**src/rtl/regfile_wb_arbiter.sv**
```systemverilog
// regfile_wb_arbiter: merges pipeline writeback (A) and buffered
// long-latency results (B) onto the single regfile write port.
//
// Ports:
//   clk, reset          clock, async active-high reset
//   a_valid/a_addr/a_data  pipeline writeback request (cannot stall)
//   a_stall             upstream must hold a_valid low this cycle
//   b_valid/b_ready     long-latency result handshake
//   b_addr/b_data       long-latency result payload
//   q_addr1/2, q_hit1/2 hazard lookup against pending B writes
//   we3/wa3/wd3         registered regfile write port
module regfile_wb_arbiter #(
  parameter int DEPTH        = 4,
  parameter int STARVE_LIMIT = 8
) (
  input  logic        clk,
  input  logic        reset,
  input  logic        a_valid,
  input  logic [4:0]  a_addr,
  input  logic [31:0] a_data,
  output logic        a_stall,
  input  logic        b_valid,
  output logic        b_ready,
  input  logic [4:0]  b_addr,
  input  logic [31:0] b_data,
  input  logic [4:0]  q_addr1,
  input  logic [4:0]  q_addr2,
  output logic        q_hit1,
  output logic        q_hit2,
  output logic        we3,
  output logic [4:0]  wa3,
  output logic [31:0] wd3
);

  localparam int PW = $clog2(DEPTH);
  localparam int CW = PW + 1;
  localparam int SW = $clog2(STARVE_LIMIT + 1);

  logic [4:0]    addr_mem [DEPTH];
  logic [31:0]   data_mem [DEPTH];

  logic [PW-1:0] rd_q, rd_d;
  logic [PW-1:0] wr_q, wr_d;
  logic [CW-1:0] cnt_q, cnt_d;
  logic [SW-1:0] starve_q, starve_d;
  logic          stall_q, stall_d;
  logic          we3_q, we3_d;
  logic [4:0]    wa3_q, wa3_d;
  logic [31:0]   wd3_q, wd3_d;
  // Marks the write in flight on we3 as a drained B entry, so its
  // hazard stays visible until the regfile has captured it.
  logic          wb_b_q, wb_b_d;

  logic          nonempty;
  logic          push;
  logic          grant_a;
  logic          grant_b;
  logic [4:0]    head_addr;
  logic [31:0]   head_data;
  logic          hit1;
  logic          hit2;
  logic [PW-1:0] off;

  always_comb begin
    nonempty  = (cnt_q != '0);
    b_ready   = !reset && (cnt_q < CW'(DEPTH));
    push      = b_valid && b_ready;
    head_addr = addr_mem[rd_q];
    head_data = data_mem[rd_q];

    // A stall slot belongs to the FIFO head; otherwise A wins.
    grant_a = 1'b0;
    grant_b = 1'b0;
    if (stall_q && nonempty) begin
      grant_b = 1'b1;
    end else if (a_valid) begin
      grant_a = 1'b1;
    end else if (nonempty) begin
      grant_b = 1'b1;
    end

    rd_d = grant_b ? rd_q + PW'(1) : rd_q;
    wr_d = push ? wr_q + PW'(1) : wr_q;

    unique case ({push, grant_b})
      2'b10:   cnt_d = cnt_q + CW'(1);
      2'b01:   cnt_d = cnt_q - CW'(1);
      default: cnt_d = cnt_q;
    endcase

    starve_d = '0;
    if (nonempty && !grant_b) begin
      if (starve_q != SW'(STARVE_LIMIT)) begin
        starve_d = starve_q + SW'(1);
      end else begin
        starve_d = starve_q;
      end
    end
    stall_d = (starve_d == SW'(STARVE_LIMIT));

    we3_d  = 1'b0;
    wa3_d  = wa3_q;
    wd3_d  = wd3_q;
    wb_b_d = 1'b0;
    unique case (1'b1)
      grant_a: begin
        we3_d = (a_addr != 5'd0);
        wa3_d = a_addr;
        wd3_d = a_data;
      end
      grant_b: begin
        we3_d  = (head_addr != 5'd0);
        wa3_d  = head_addr;
        wd3_d  = head_data;
        wb_b_d = 1'b1;
      end
      default: ;
    endcase
  end

  // Hazard lookup: occupied slots are those within cnt_q of the head.
  always_comb begin
    hit1 = 1'b0;
    hit2 = 1'b0;
    off  = '0;
    for (int i = 0; i < DEPTH; i++) begin
      off = PW'(i) - rd_q;
      if ({1'b0, off} < cnt_q) begin
        if (addr_mem[i] == q_addr1) hit1 = 1'b1;
        if (addr_mem[i] == q_addr2) hit2 = 1'b1;
      end
    end
    if (wb_b_q && we3_q && wa3_q == q_addr1) hit1 = 1'b1;
    if (wb_b_q && we3_q && wa3_q == q_addr2) hit2 = 1'b1;
    q_hit1 = hit1 && (q_addr1 != 5'd0);
    q_hit2 = hit2 && (q_addr2 != 5'd0);
  end

  always_ff @(posedge clk) begin
    if (push) begin
      addr_mem[wr_q] <= b_addr;
      data_mem[wr_q] <= b_data;
    end
  end

  always_ff @(posedge clk or posedge reset) begin
    if (reset) begin
      rd_q     <= '0;
      wr_q     <= '0;
      cnt_q    <= '0;
      starve_q <= '0;
      stall_q  <= 1'b0;
      we3_q    <= 1'b0;
      wa3_q    <= '0;
      wd3_q    <= '0;
      wb_b_q   <= 1'b0;
    end else begin
      rd_q     <= rd_d;
      wr_q     <= wr_d;
      cnt_q    <= cnt_d;
      starve_q <= starve_d;
      stall_q  <= stall_d;
      we3_q    <= we3_d;
      wa3_q    <= wa3_d;
      wd3_q    <= wd3_d;
      wb_b_q   <= wb_b_d;
    end
  end

  assign a_stall = stall_q;
  assign we3     = we3_q;
  assign wa3     = wa3_q;
  assign wd3     = wd3_q;

endmodule
```
**config.mk**
```make
export PLATFORM = sky130hd
export DESIGN_NAME = regfile_wb_arbiter
export DESIGN_NICKNAME = d
export VERILOG_FILES = /design/src/rtl/regfile_wb_arbiter.sv
export SDC_FILE = /design/constraint.sdc
export NUM_CORES = 1
export LEC_CHECK = 0
export ABC_AREA = 1
export BUFFER_PORTS_ARGS = -buffer_cell sky130_fd_sc_hd__buf_2
export CAP_MARGIN = 30
export CORE_UTILIZATION = 50
export DETAILED_ROUTE_END_ITERATION = 6
export PLACE_DENSITY = 0.82
export SETUP_SLACK_MARGIN = 0.3
export SLEW_MARGIN = 10
export SYNTH_ARGS = -nofsm -noshare
export SYNTH_HDL_FRONTEND = slang
export SYNTH_SLANG_ARGS = --single-unit
```
**constraint.sdc**
```tcl
create_clock -name clk -period 5.2 [get_ports clk]
set_input_delay 0.78 -clock clk [delete_from_list [all_inputs] [get_ports clk]]
set_output_delay 0.78 -clock clk [all_outputs]
set_load 0.02 [all_outputs]
```
==> summary.txt <==
DRC = 0
Chip width = 134 µm
Worst-margin pin slew = 0.902 ns
Detail Route Antenna Nets = 0
I/O pin cnt = 130
Synth-to-Final Area Change = 16.6%
Synth Register Bits = 199
CP Max Fanout = 7
Syn nets = 917
Grt total ovfl = 0
Nets = 1036
Routed length per instance = 17.4 µm
Dominant cell type by area after synthesis = edfxtp_1
CP Buf/Inv Count = 2
Synth cell types = 31
Status = finished, final reports clean
CTS Hold Bufs = 0
WP data arrival = 2.46 ns
Post-CTS Resized = 0
Num CTS Buffers = 17
Slowest-stage cell, CP = dfrtp_1
Hold Vio Cnt, Final = 0
Vias per Instance = 5.36
Crit-path cells = nand2_1, nand2_1, inv_1, ha_1, a31oi_1, nand3_1, nand3_1, nor2_1, nor2_1, buf_2
Setup bufs post-CTS = 0
Tmin final = 3.24 ns
Clock transition at the registers of the reported paths = 0.07 ns
Final setup fails = 0
Endpoint type of the worst setup path = output pin
Finished Core Util = 60.4%
Pleak = 4.25 nW
CP required = 4.42 ns
Fill count = 1322
Startpoint types = register
Pwr Density = 505 mW/mm²
Synth Warn # = 0
Critical path's largest stage delay = 0.56 ns
Largest net degree at the start of global routing = 52
H-tree Lvls = 4
Vias in the first global route = 6221
Final Max Tran Viols = 0
DR vias = 6273
Cell count after synthesis = 817
Routed WL = 20.4 mm
Largest delay contributor family on the critical path = simple AND/OR/NAND/NOR gates
Max VDD drop = 0.336 mV
Setup Crit Path Kind = reg2out
Max-slew headroom = 39.9%
Gpl congestion = 0.935
Top cell type's share of synthesized area = 51.0%
Synth Cell Area = 0.00871 mm²
CTS sink cnt = 199
Initial Util = 51.8%
Maximum clock insertion buffer count = 2
Detailed Route Iter0 Violations = 504
Gr usage total = 23.6%
Fin crit share = 62.3%
Synth top area cells = edfxtp_1 (51%), dfrtp_1 (15%), nand2_1 (12%)
IO buf count = 129
Clock Tree Root = clkbuf_16
Router iterations before antenna repair = 7
Fmax = 309 MHz
Worst Skew = 0.0105 ns
Post-DP HPWL = 12.6 mm
Rows = 47
Clk_lat worst skew = 0.44 ns
RSZ-0062 raised after global routing = false
Max Cap Viol = 0
Die Ht = 134 µm
Core ar. = 0.0168 mm²
Worst Hold Class = reg2reg
Initial antenna violation count = 1
Share of layout cells above drive strength 1 = 19.2%
First-pass GRT wire length = 31.5 mm
Sequential cell area fraction in the yosys report = 65.7%
Setup tns final = 0 ns
Die area = 0.0180 mm²
CTS tree = yes
Syn_area_per_cell = 10.7 µm²
==> where the power goes <==
group / switching, W / leakage [nW] / internal (W)
clock: 0.000557 / 0.275 / 0.000716
sequential: 0.000185 / 1.97 / 0.00198
combinational: 0.00115 / 2.01 / 0.000543
total: 0.00189 / 4.25 / 0.00324
==> synthesized netlist by cell type <==
cell and number:
nor3_1 6, o22ai_1 4, xor2_1 23, nand4_1 34, dfrtp_1 51, inv_2 5, nor3_4 1, nand3_1 81
nand3b_1 1, clkbuf_1 3, buf_6 4, o21bai_1 1, fa_1 1, buf_4 4, nor2_4 2, nor2_1 44
clkbuf_2 2, edfxtp_1 148, xnor2_1 17, nand2_1 278, or2_2 1, inv_1 46, o21ai_0 8, a22oi_1 4
nor2_2 1, buf_1 3, buf_2 22, nor4_1 1, ha_1 11, a31oi_1 1, a21oi_1 9
==> through the flow <==
stage | total power (W) | hold slack, ns | instance area [µm²] | setup slack (ns) | instances
floorplan | 0.00330 | 0.525 | 8710 | 1.80 | 817
global placement | 0.00377 | 0.476 | 9500 | 1.68 | 1134
detailed placement | 0.00385 | 0.478 | 9530 | 1.87 | 1135
CTS | 0.00511 | 0.496 | 10100 | 2.01 | 1167
global route | 0.00541 | 0.518 | 10200 | 1.82 | 1169
finish | 0.00513 | 0.490 | 10200 | 1.96 | 1170
==> placed cells by master (no fill, tap or decap) <==
| master | instances |
|---|---|
| a21oi_1 | 9 |
| clkinv_4 | 4 |
| inv_2 | 6 |
| o22ai_1 | 4 |
| clkinvlp_4 | 2 |
| nand4_1 | 34 |
| buf_4 | 6 |
| a31oi_1 | 1 |
| nand3_1 | 81 |
| clkbuf_8 | 1 |
| edfxtp_1 | 148 |
| nand3b_1 | 1 |
| o21ai_0 | 8 |
| buf_2 | 129 |
| or2_2 | 1 |
| nor4_1 | 1 |
| buf_16 | 3 |
| clkbuf_16 | 17 |
| nor2_4 | 8 |
| o21bai_1 | 1 |
| a22oi_1 | 4 |
| xor2_1 | 23 |
| clkinv_1 | 3 |
| nand2_1 | 278 |
| nor3_4 | 1 |
| fa_1 | 1 |
| clkbuf_1 | 1 |
| clkinv_2 | 2 |
| ha_1 | 11 |
| dfrtp_1 | 51 |
| nor2_1 | 39 |
| bufinv_16 | 2 |
| diode_2 | 1 |
| xnor2_1 | 17 |
| nor3_1 | 6 |
| inv_1 | 45 |
==> kinds of logic (layout without fill, tap and decap cells) <==
kind of cell               after synthesis  in the layout  synth area share, %
xor gates and xnor gates                40             40                 4.02
buffers and inverters                   89            221                 4.70
AOI/OAI and AO/OA                       27             27                 1.77
other                                    0              1                    0
adders and majority gates               12             12                 1.81
DFF                                    199            199                 65.7
and+or+nand+nor                        450            450                 22.1
==> per-layer routing <==
layer / part of all wire (%) / track usage [%] / up-vias
met5: 0.064 / 0 / -
met1: 39 / 28.0 / 2987
met2: 51 / 40.2 / 261
li1: - / - / 2982
met3: 7.5 / 6.12 / 41
met4: 2.4 / 10.9 / 2
==> final timing paths <==
| kind | startpoint | to | slack [ns] | cells after the start |
|---|---|---|---|---|
| max | rd_q[0]$_DFFE_PP0N_ | q_hit1 | 1.96 | 10 |
| min in group asynchronous | reset | wr_q[1]$_DFFE_PP0P_ | 0.54 | 3 |
| max in group asynchronous | reset | wd3[11]$_DFFE_PP0P_ | 4.19 | 3 |
| min reg2reg | wd3[29]$_DFFE_PP0P_ | wd3[29]$_DFFE_PP0P_ | 0.49 | 2 |
| max reg2reg | cnt_q[0]$_DFFE_PP0P_ | we3$_DFF_PP0_ | 2.66 | 8 |
| min | wd3[29]$_DFFE_PP0P_ | wd3[29]$_DFFE_PP0P_ | 0.49 | 2 |
==> worst min-delay path, cell delays in order, from the launching register on <==
cell and delay [ns]:
dfrtp_1 0.34, nand2_1 0.05, nand3_1 0.07
==> sequential cells by signal (all words and copies together) (netlist names) <==
| name | count |
|---|---|
| data_mem | 128 |
| cnt_q | 3 |
| wr_q | 2 |
| wb_b_q | 1 |
| we3 | 1 |
| a_stall | 1 |
| wd3 | 32 |
| starve_q | 4 |
| wa3 | 5 |
| rd_q | 2 |
| addr_mem | 20 |
==> final cells by class <==
| cell class | instances | area, µm² | area share, % |
|---|---|---|---|
| inverters | 51 | 191 | 1.88 |
| diodes | 1 | 2.50 | 0.0246 |
| multi-input cells | 529 | 2630 | 25.8 |
| clock buffers | 19 | 443 | 4.36 |
| repair buffers | 138 | 773 | 7.61 |
| clock inverters | 13 | 131 | 1.29 |
| well taps | 220 | 275 | 2.71 |
| flip-flops and latches | 199 | 5720 | 56.3 |
Note: power is estimated with default switching activity, not from simulation.
